`config.mk`:
```
export PLATFORM = sky130hd
export DESIGN_NAME = gate_gpio_exp_sched
export DESIGN_NICKNAME = d
export VERILOG_FILES = /design/src/rtl/gate_gpio_exp_pkg.sv /design/src/rtl/gate_gpio_exp_timer.sv /design/src/rtl/gate_gpio_exp_sched.sv
export SDC_FILE = /design/constraint.sdc
export NUM_CORES = 1
export LEC_CHECK = 0
export CAP_MARGIN = 20
export CORE_ASPECT_RATIO = 1.25
export CORE_MARGIN = 1.5
export CORE_UTILIZATION = 59
export CTS_CLUSTER_DIAMETER = 60
export DETAILED_ROUTE_END_ITERATION = 8
export HOLD_SLACK_MARGIN = 0.08
export PLACE_DENSITY = 0.85
export SLEW_MARGIN = 20
export SYNTH_ARGS = -nofsm -noshare
export SYNTH_HDL_FRONTEND = slang
export SYNTH_SLANG_ARGS = --single-unit
```
`constraint.sdc`:
```
create_clock -name s_clk_25mhz -period 6.5 [get_ports s_clk_25mhz]
set_input_delay 1.625 -clock s_clk_25mhz [delete_from_list [all_inputs] [get_ports s_clk_25mhz]]
set_output_delay 1.625 -clock s_clk_25mhz [all_outputs]
set_load 0.005 [all_outputs]
```
`src/rtl/gate_gpio_exp_pkg.sv`:
```
// Shared types and register map for the gate-driver GPIO expander scheduler.
package gate_gpio_exp_pkg;

    typedef enum logic [1:0] {
        S_IDLE,
        S_ISSUE,
        S_WAIT,
        S_GAP
    } state_t;

    typedef enum logic [1:0] {
        REQ_INIT,
        REQ_HOST,
        REQ_LO,
        REQ_HI
    } req_t;

    localparam logic [7:0] REG_OUT0     = 8'h02;
    localparam logic [7:0] REG_OUT1     = 8'h03;
    localparam logic [7:0] REG_CFG0     = 8'h06;
    localparam logic [7:0] REG_CFG1     = 8'h07;
    localparam logic [7:0] DEV_ADDR_DEF = 8'hE8;

    localparam int unsigned TMR_W = 32;

endpackage

```
`src/rtl/gate_gpio_exp_timer.sv`:
```
// Loadable down-counter shared by the inter-transaction gap and the done timeout.
module gate_gpio_exp_timer
    import gate_gpio_exp_pkg::*;
(
    input  logic             i_clk,
    input  logic             i_rst,
    input  logic             i_load,
    input  logic [TMR_W-1:0] i_value,
    output logic             o_expired
);

    logic [TMR_W-1:0] r_cnt;

    always_ff @(posedge i_clk or posedge i_rst) begin
        if (i_rst) begin
            r_cnt <= '0;
        end else if (i_load) begin
            r_cnt <= i_value;
        end else if (r_cnt != '0) begin
            r_cnt <= r_cnt - 1'b1;
        end
    end

    assign o_expired = (r_cnt == '0);

endmodule

```
`src/rtl/gate_gpio_exp_sched.sv`:
```
// Serialises init, host and gpio-change register writes onto one I2C byte-write engine.
module gate_gpio_exp_sched
    import gate_gpio_exp_pkg::*;
#(
    parameter logic [7:0]  DEV_ADDR    = DEV_ADDR_DEF,
    parameter int unsigned GAP_CYC     = 50000,
    parameter int unsigned TIMEOUT_CYC = 100000,
    parameter int unsigned MAX_RETRY   = 3
) (
    input  logic        s_clk_25mhz,
    input  logic        s_reset,
    input  logic [15:0] gate_gpio_data,
    input  logic        init_req,
    input  logic        host_req,
    input  logic [7:0]  host_reg,
    input  logic [7:0]  host_data,
    output logic        host_ack,
    output logic        host_err,
    output logic        i2c_cmd_valid,
    input  logic        i2c_cmd_ready,
    output logic [7:0]  i2c_dev_addr,
    output logic [7:0]  i2c_reg_addr,
    output logic [7:0]  i2c_wr_data,
    input  logic        i2c_done,
    input  logic        i2c_nack,
    input  logic        err_clr,
    output logic        busy,
    output logic        init_done,
    output logic        err_sticky,
    output logic [7:0]  nack_count
);

    localparam logic [TMR_W-1:0] LP_GAP_LD    = GAP_CYC - 1;
    localparam logic [TMR_W-1:0] LP_TO_LD     = TIMEOUT_CYC - 1;
    localparam logic [7:0]       LP_MAX_RETRY = 8'(MAX_RETRY);

    state_t     r_state;
    req_t       r_req;
    logic [7:0] r_cmd_reg;
    logic [7:0] r_cmd_data;
    logic [7:0] r_shadow_lo;
    logic [7:0] r_shadow_hi;
    logic [1:0] r_init_step;
    logic       r_init_pending;
    logic       r_init_done;
    logic       r_stale;
    logic [7:0] r_retry;
    logic       r_host_ack;
    logic       r_host_err;
    logic       r_err_sticky;
    logic [7:0] r_nack_count;

    logic             w_lo_pend;
    logic             w_hi_pend;
    logic             w_arb;
    req_t             w_req;
    logic [7:0]       w_reg;
    logic [7:0]       w_data;
    logic             w_accept;
    logic             w_ok;
    logic             w_fail;
    logic             w_exhaust;
    logic             w_finish;
    logic             w_stale;
    logic             w_tmr_load;
    logic [TMR_W-1:0] w_tmr_val;
    logic             w_tmr_exp;

    assign w_lo_pend = r_init_done && (gate_gpio_data[7:0] != r_shadow_lo);
    assign w_hi_pend = r_init_done && (gate_gpio_data[15:8] != r_shadow_hi);

    // Fixed priority: init, then host (only once init is done), then lo, then hi.
    always_comb begin
        w_arb  = 1'b1;
        w_req  = REQ_INIT;
        w_reg  = REG_CFG0;
        w_data = 8'h00;
        if (r_init_pending) begin
            case (r_init_step)
                2'd0: w_reg = REG_CFG0;
                2'd1: w_reg = REG_CFG1;
                2'd2: begin
                    w_reg  = REG_OUT0;
                    w_data = gate_gpio_data[7:0];
                end
                default: begin
                    w_reg  = REG_OUT1;
                    w_data = gate_gpio_data[15:8];
                end
            endcase
        end else if (host_req && r_init_done) begin
            w_req  = REQ_HOST;
            w_reg  = host_reg;
            w_data = host_data;
        end else if (w_lo_pend) begin
            w_req  = REQ_LO;
            w_reg  = REG_OUT0;
            w_data = gate_gpio_data[7:0];
        end else if (w_hi_pend) begin
            w_req  = REQ_HI;
            w_reg  = REG_OUT1;
            w_data = gate_gpio_data[15:8];
        end else begin
            w_arb = 1'b0;
        end
    end

    assign w_accept   = (r_state == S_ISSUE) && i2c_cmd_ready;
    assign w_ok       = (r_state == S_WAIT) && i2c_done && !i2c_nack;
    assign w_fail     = (r_state == S_WAIT) && (i2c_done ? i2c_nack : w_tmr_exp);
    assign w_exhaust  = w_fail && (r_retry >= LP_MAX_RETRY);
    assign w_finish   = w_ok || w_exhaust;
    assign w_stale    = r_stale || init_req;
    assign w_tmr_load = w_accept || w_ok || w_fail;
    assign w_tmr_val  = w_accept ? LP_TO_LD : LP_GAP_LD;

    gate_gpio_exp_timer u_timer (
        .i_clk     (s_clk_25mhz),
        .i_rst     (s_reset),
        .i_load    (w_tmr_load),
        .i_value   (w_tmr_val),
        .o_expired (w_tmr_exp)
    );

    always_ff @(posedge s_clk_25mhz or posedge s_reset) begin
        if (s_reset) begin
            r_state    <= S_IDLE;
            r_req      <= REQ_INIT;
            r_cmd_reg  <= '0;
            r_cmd_data <= '0;
            r_retry    <= '0;
            r_stale    <= 1'b0;
        end else begin
            case (r_state)
                S_IDLE: begin
                    if (w_arb) begin
                        r_state    <= S_ISSUE;
                        r_req      <= w_req;
                        r_cmd_reg  <= w_reg;
                        r_cmd_data <= w_data;
                        r_stale    <= init_req;
                    end
                end
                S_ISSUE: begin
                    if (w_accept) r_state <= S_WAIT;
                end
                S_WAIT: begin
                    if (w_ok || w_fail) begin
                        r_state <= S_GAP;
                        r_retry <= (w_fail && !w_exhaust) ? r_retry + 8'd1 : 8'd0;
                    end
                end
                default: begin
                    if (w_tmr_exp) r_state <= (r_retry != 8'd0) ? S_ISSUE : S_IDLE;
                end
            endcase
            // A re-init while a command is latched voids that command's bookkeeping.
            if (init_req && (r_state != S_IDLE)) r_stale <= 1'b1;
        end
    end

    always_ff @(posedge s_clk_25mhz or posedge s_reset) begin
        if (s_reset) begin
            r_shadow_lo    <= '0;
            r_shadow_hi    <= '0;
            r_init_step    <= '0;
            r_init_pending <= 1'b1;
            r_init_done    <= 1'b0;
            r_host_ack     <= 1'b0;
            r_host_err     <= 1'b0;
            r_err_sticky   <= 1'b0;
            r_nack_count   <= '0;
        end else begin
            r_host_ack <= 1'b0;
            if (w_fail && (r_nack_count != 8'hFF)) r_nack_count <= r_nack_count + 8'd1;
            if (w_finish) begin
                case (r_req)
                    REQ_INIT: begin
                        if (!w_stale) begin
                            if (w_exhaust) begin
                                r_init_step <= 2'd0;
                            end else begin
                                r_init_step <= r_init_step + 2'd1;
                                if (r_init_step == 2'd2) r_shadow_lo <= r_cmd_data;
                                if (r_init_step == 2'd3) begin
                                    r_shadow_hi    <= r_cmd_data;
                                    r_init_pending <= 1'b0;
                                    r_init_done    <= 1'b1;
                                end
                            end
                        end
                    end
                    REQ_HOST: begin
                        r_host_ack <= 1'b1;
                        r_host_err <= w_exhaust;
                    end
                    REQ_LO: begin
                        if (!w_stale) r_shadow_lo <= r_cmd_data;
                    end
                    default: begin
                        if (!w_stale) r_shadow_hi <= r_cmd_data;
                    end
                endcase
            end
            if (init_req) begin
                r_init_pending <= 1'b1;
                r_init_step    <= 2'd0;
                r_init_done    <= 1'b0;
            end
            if (w_exhaust) begin
                r_err_sticky <= 1'b1;
            end else if (err_clr) begin
                r_err_sticky <= 1'b0;
            end
        end
    end

    assign host_ack      = r_host_ack;
    assign host_err      = r_host_err;
    assign i2c_cmd_valid = (r_state == S_ISSUE);
    assign i2c_dev_addr  = DEV_ADDR;
    assign i2c_reg_addr  = r_cmd_reg;
    assign i2c_wr_data   = r_cmd_data;
    assign busy          = (r_state != S_IDLE);
    assign init_done     = r_init_done;
    assign err_sticky    = r_err_sticky;
    assign nack_count    = r_nack_count;

endmodule

```
==> reports/results.tsv <==
stage	metric	value	unit
outcome	status	completed	
hold_path	hp-class	flip-flop to flip-flop	
routing	drc	0	
synthesis	synthMuxAreaShare	4.911	%
synthesis	synth_top_family_by_area	simple AND/OR/NAND/NOR gates	
synthesis	yosys.area.top_type	dfrtp_1	
routing	wirelength	12560	µm
synthesis	netlist_instances	552	
floorplanning	ios	78	
final_layout	area_delta_synth_final	17.77	%
cts	cts_max_level	3	
place	dp_hpwl	9107	µm
setup_path	cp-end-kind	flip-flop	
final_layout	utilization	72.73	%
synthesis	synth-edff-count	0	
power	p_int	1.120	mW
power	pwr-share-comb	32.2	%
sta	finalHoldViolCount	0	
final_layout	final_common_cell	dfrtp_1	
routing	first_iter_violations	243	
power	pwr-share-clk	22.7	%
power	power.density	285.1	nW/µm²
setup_path	timing.rr.end	r_shadow_hi[7]	
sta	tns	0	ns
setup_path	r2r_cells	6	
power	swShare	35.19	%
global_route	overflow	0	
final_layout	finalInstanceArea	6061	µm²
synthesis	synth_flop_cell	dfrtp_1	
power	ir_drop	0.2772	mV
setup_path	required	6.76	ns
cts	cts-resized-gates	0	
sta	rsz0062_at_grt	no	
power	seq_power_share	45.0	%
sta	drv_slew	0	
synthesis	synth_top_area_share	44.25	%
synthesis	ys_top_cells_by_area	dfrtp_1, nand2_1, nor2_1	
global_route	grtUsageTotal	28.87	%
sta	tightest_slew	0.9129	ns
cts	root_buffer	clkbuf_8	
routing	first_pass_iters	5	
final_layout	multi_input_area	2646	µm²
cts	clkLatencyLatePin	0.38	ns
global_route	grt_first_pass_wirelength	20650	µm
setup_path	reg2reg_slack	2.47	ns
sta	slew_headroom	38.58	%
setup_path	crit_fanout	3	
final_layout	nFillCells	605	
floorplanning	placeableCoreArea	8333	µm²
final_layout	diodes	0	
floorplanning	start_util	61.76	%
place	place.gp.congestion	0.8879	
global_route	antenna_found_initial	0	
routing	via_per_inst	6.083	
final_layout	layout_common_cells	dfrtp_1, clkdlybuf4s50_1, nand2_1	
cts	cts_hold_buf	0	
routing	vias	4337	
synthesis	synth_fa_ha_area_share	3.890	%
floorplanning	die_area	9295	µm²
power	power.switching	608.1	µW
final_layout	regArea	2303	µm²
synthesis	synthXorXnorAreaFrac	8.680	%
synthesis	syn-cell-area	5146	µm²
power	leakage	2.648	nW
sta	period_share	64.04	%
routing	wl_per_cell	17.62	µm
synthesis	async_flop_share	100.0	%
synthesis	synth-simple-area-share	21.20	%
global_route	grt_start_max_net_pins	53	
synthesis	avgSynthCellArea	9.323	µm²
floorplanning	row_count	37	
job	max_cap_violations	0	
cts	cts_buffer_depth	2	
floorplanning	die_h	107.4	µm
cts	post_cts_buffers	0	
final_layout	drive_gt1_share	7.305	%
cts	clk_pin_slew_worst_paths	0.10	ns
setup_path	r2r_start	u_timer.r_cnt[9]	
synthesis	ys.warnings.count	0	
global_route	grt_pass1_vias	4303	
setup_path	cp-endpoint	r_state[1]	
final_layout	finalNetCount	667	
sta	max_freq	240.2	MHz
cts	cts.sinks	92	
setup_path	cp-start-kind	input pin	
synthesis	ys_seq_elements	92	
floorplanning	die_width	86.54	µm
place	placement.io_buffers	69	
setup_path	startpoint	gate_gpio_data[14]	
setup_path	criticalPathCategory	input pin to flip-flop	
cts	cts_buffers	9	
setup_path	arrival	4.42	ns
routing	ant_nets	0	
synthesis	synth_compound_area_share	12.01	%
sta	period_needed	4.162	ns
cts	cts_tree	yes	
place	dpl_cell_area	5861	µm²
synthesis	ys_seq_area_share	44.76	%
power	p_total	1.728	mW
sta	setup-violations-final	0	
sta	finalClockSkew	0.01554	ns
synthesis	yosys.cell_types.count	56	
==> kinds of logic (layout without fill, tap and decap cells) <==
family,after synthesis,count (layout)
AND/OR/NAND/NOR,227,227
AO/OA/AOI/OAI,96,96
flip-flops,92,92
XOR/XNOR,51,51
buffers and inverters,48,106
multiplexers,20,20
adder cells (fa/ha/maj),16,16
other,2,8
==> flip-flops by register name, indices dropped and copies added (netlist names), 2 cells and up <==
signal / count
u_timer.r_cnt: 32
i2c_reg_addr: 8
i2c_wr_data: 8
nack_count: 8
r_retry: 8
r_shadow_hi: 8
r_shadow_lo: 8
r_init_step: 2
r_req: 2
r_state: 2
==> final cells by class <==
class                           count  share of cell area [%]
Multi-Input combinational cell    418                   43.66
Sequential cell                    92                   38.01
Timing Repair Buffer               74                   12.01
Clock buffer                       11                   2.333
Tap cell                           97                   2.002
Inverter                           16                   1.012
Clock inverter                      5                  0.9703
==> per-stage QoR <==
step / instances / setup slack [ns] / hold slack [ns]
after floorplan: 558 / 2.485 / 0.4628
after CTS: 713 / 2.335 / 0.4782
after detailed placement: 697 / 1.946 / 0.4570
after global placement: 697 / 2.081 / 0.4492
after global routing: 713 / 2.197 / 0.4906
final: 713 / 2.338 / 0.4782
==> worst min-delay path by stage <==
stage,depth (start not counted),endpoint,slack (ns),from
after detailed placement,2,i2c_reg_addr[6],0.46,i2c_reg_addr[6]
after CTS,2,i2c_reg_addr[6],0.48,i2c_reg_addr[6]
after global routing,2,i2c_reg_addr[6],0.49,i2c_reg_addr[6]
after global placement,2,i2c_reg_addr[6],0.45,i2c_reg_addr[6]
after floorplan,2,i2c_reg_addr[3],0.46,i2c_reg_addr[3]
final,2,i2c_reg_addr[6],0.48,i2c_reg_addr[6]
==> metal layers <==
layer	global-route usage [%]	vias to the layer above	routed length (µm)
met1	34.95	2115	5050
met4	12.90	0	293
met5	0	-	0
met2	49.83	161	6552
met3	5.215	30	667
li1	-	2031	-
==> synthesized netlist by cell type, types with 5 or more instances <==
cell type  instances
a211o_1            7
a21oi_1           28
a31oi_1            7
and3_1             5
buf_4              8
clkbuf_1          21
dfrtp_1           91
ha_1              16
inv_1             16
mux2_2            10
mux2_4             8
nand2_1           66
nand3_1           20
nand4_1           11
nor2_1            63
nor3_1            18
nor4_1            12
o21ai_0           24
o31ai_1            5
or4_1              6
xnor2_1           26
xor2_1            25
==> critical path: stages <==
cell and delay [ns]:
clkdlybuf4s50_1 0.46, xor2_1 0.16, nor4_1 0.51, a21oi_1 0.21
a2111oi_0 0.77, a221o_1 0.34, mux2_2 0.34
==> power groups by stage <==
stage,logic [mW],clock network [mW],registers (mW)
after floorplan,0.339,0,0.762
after global placement,0.536,0,0.777
after detailed placement,0.552,0,0.786
after CTS,0.558,0.398,0.775
after global routing,0.619,0.423,0.790
final,0.557,0.393,0.778
(Power assumes the default switching activity.)
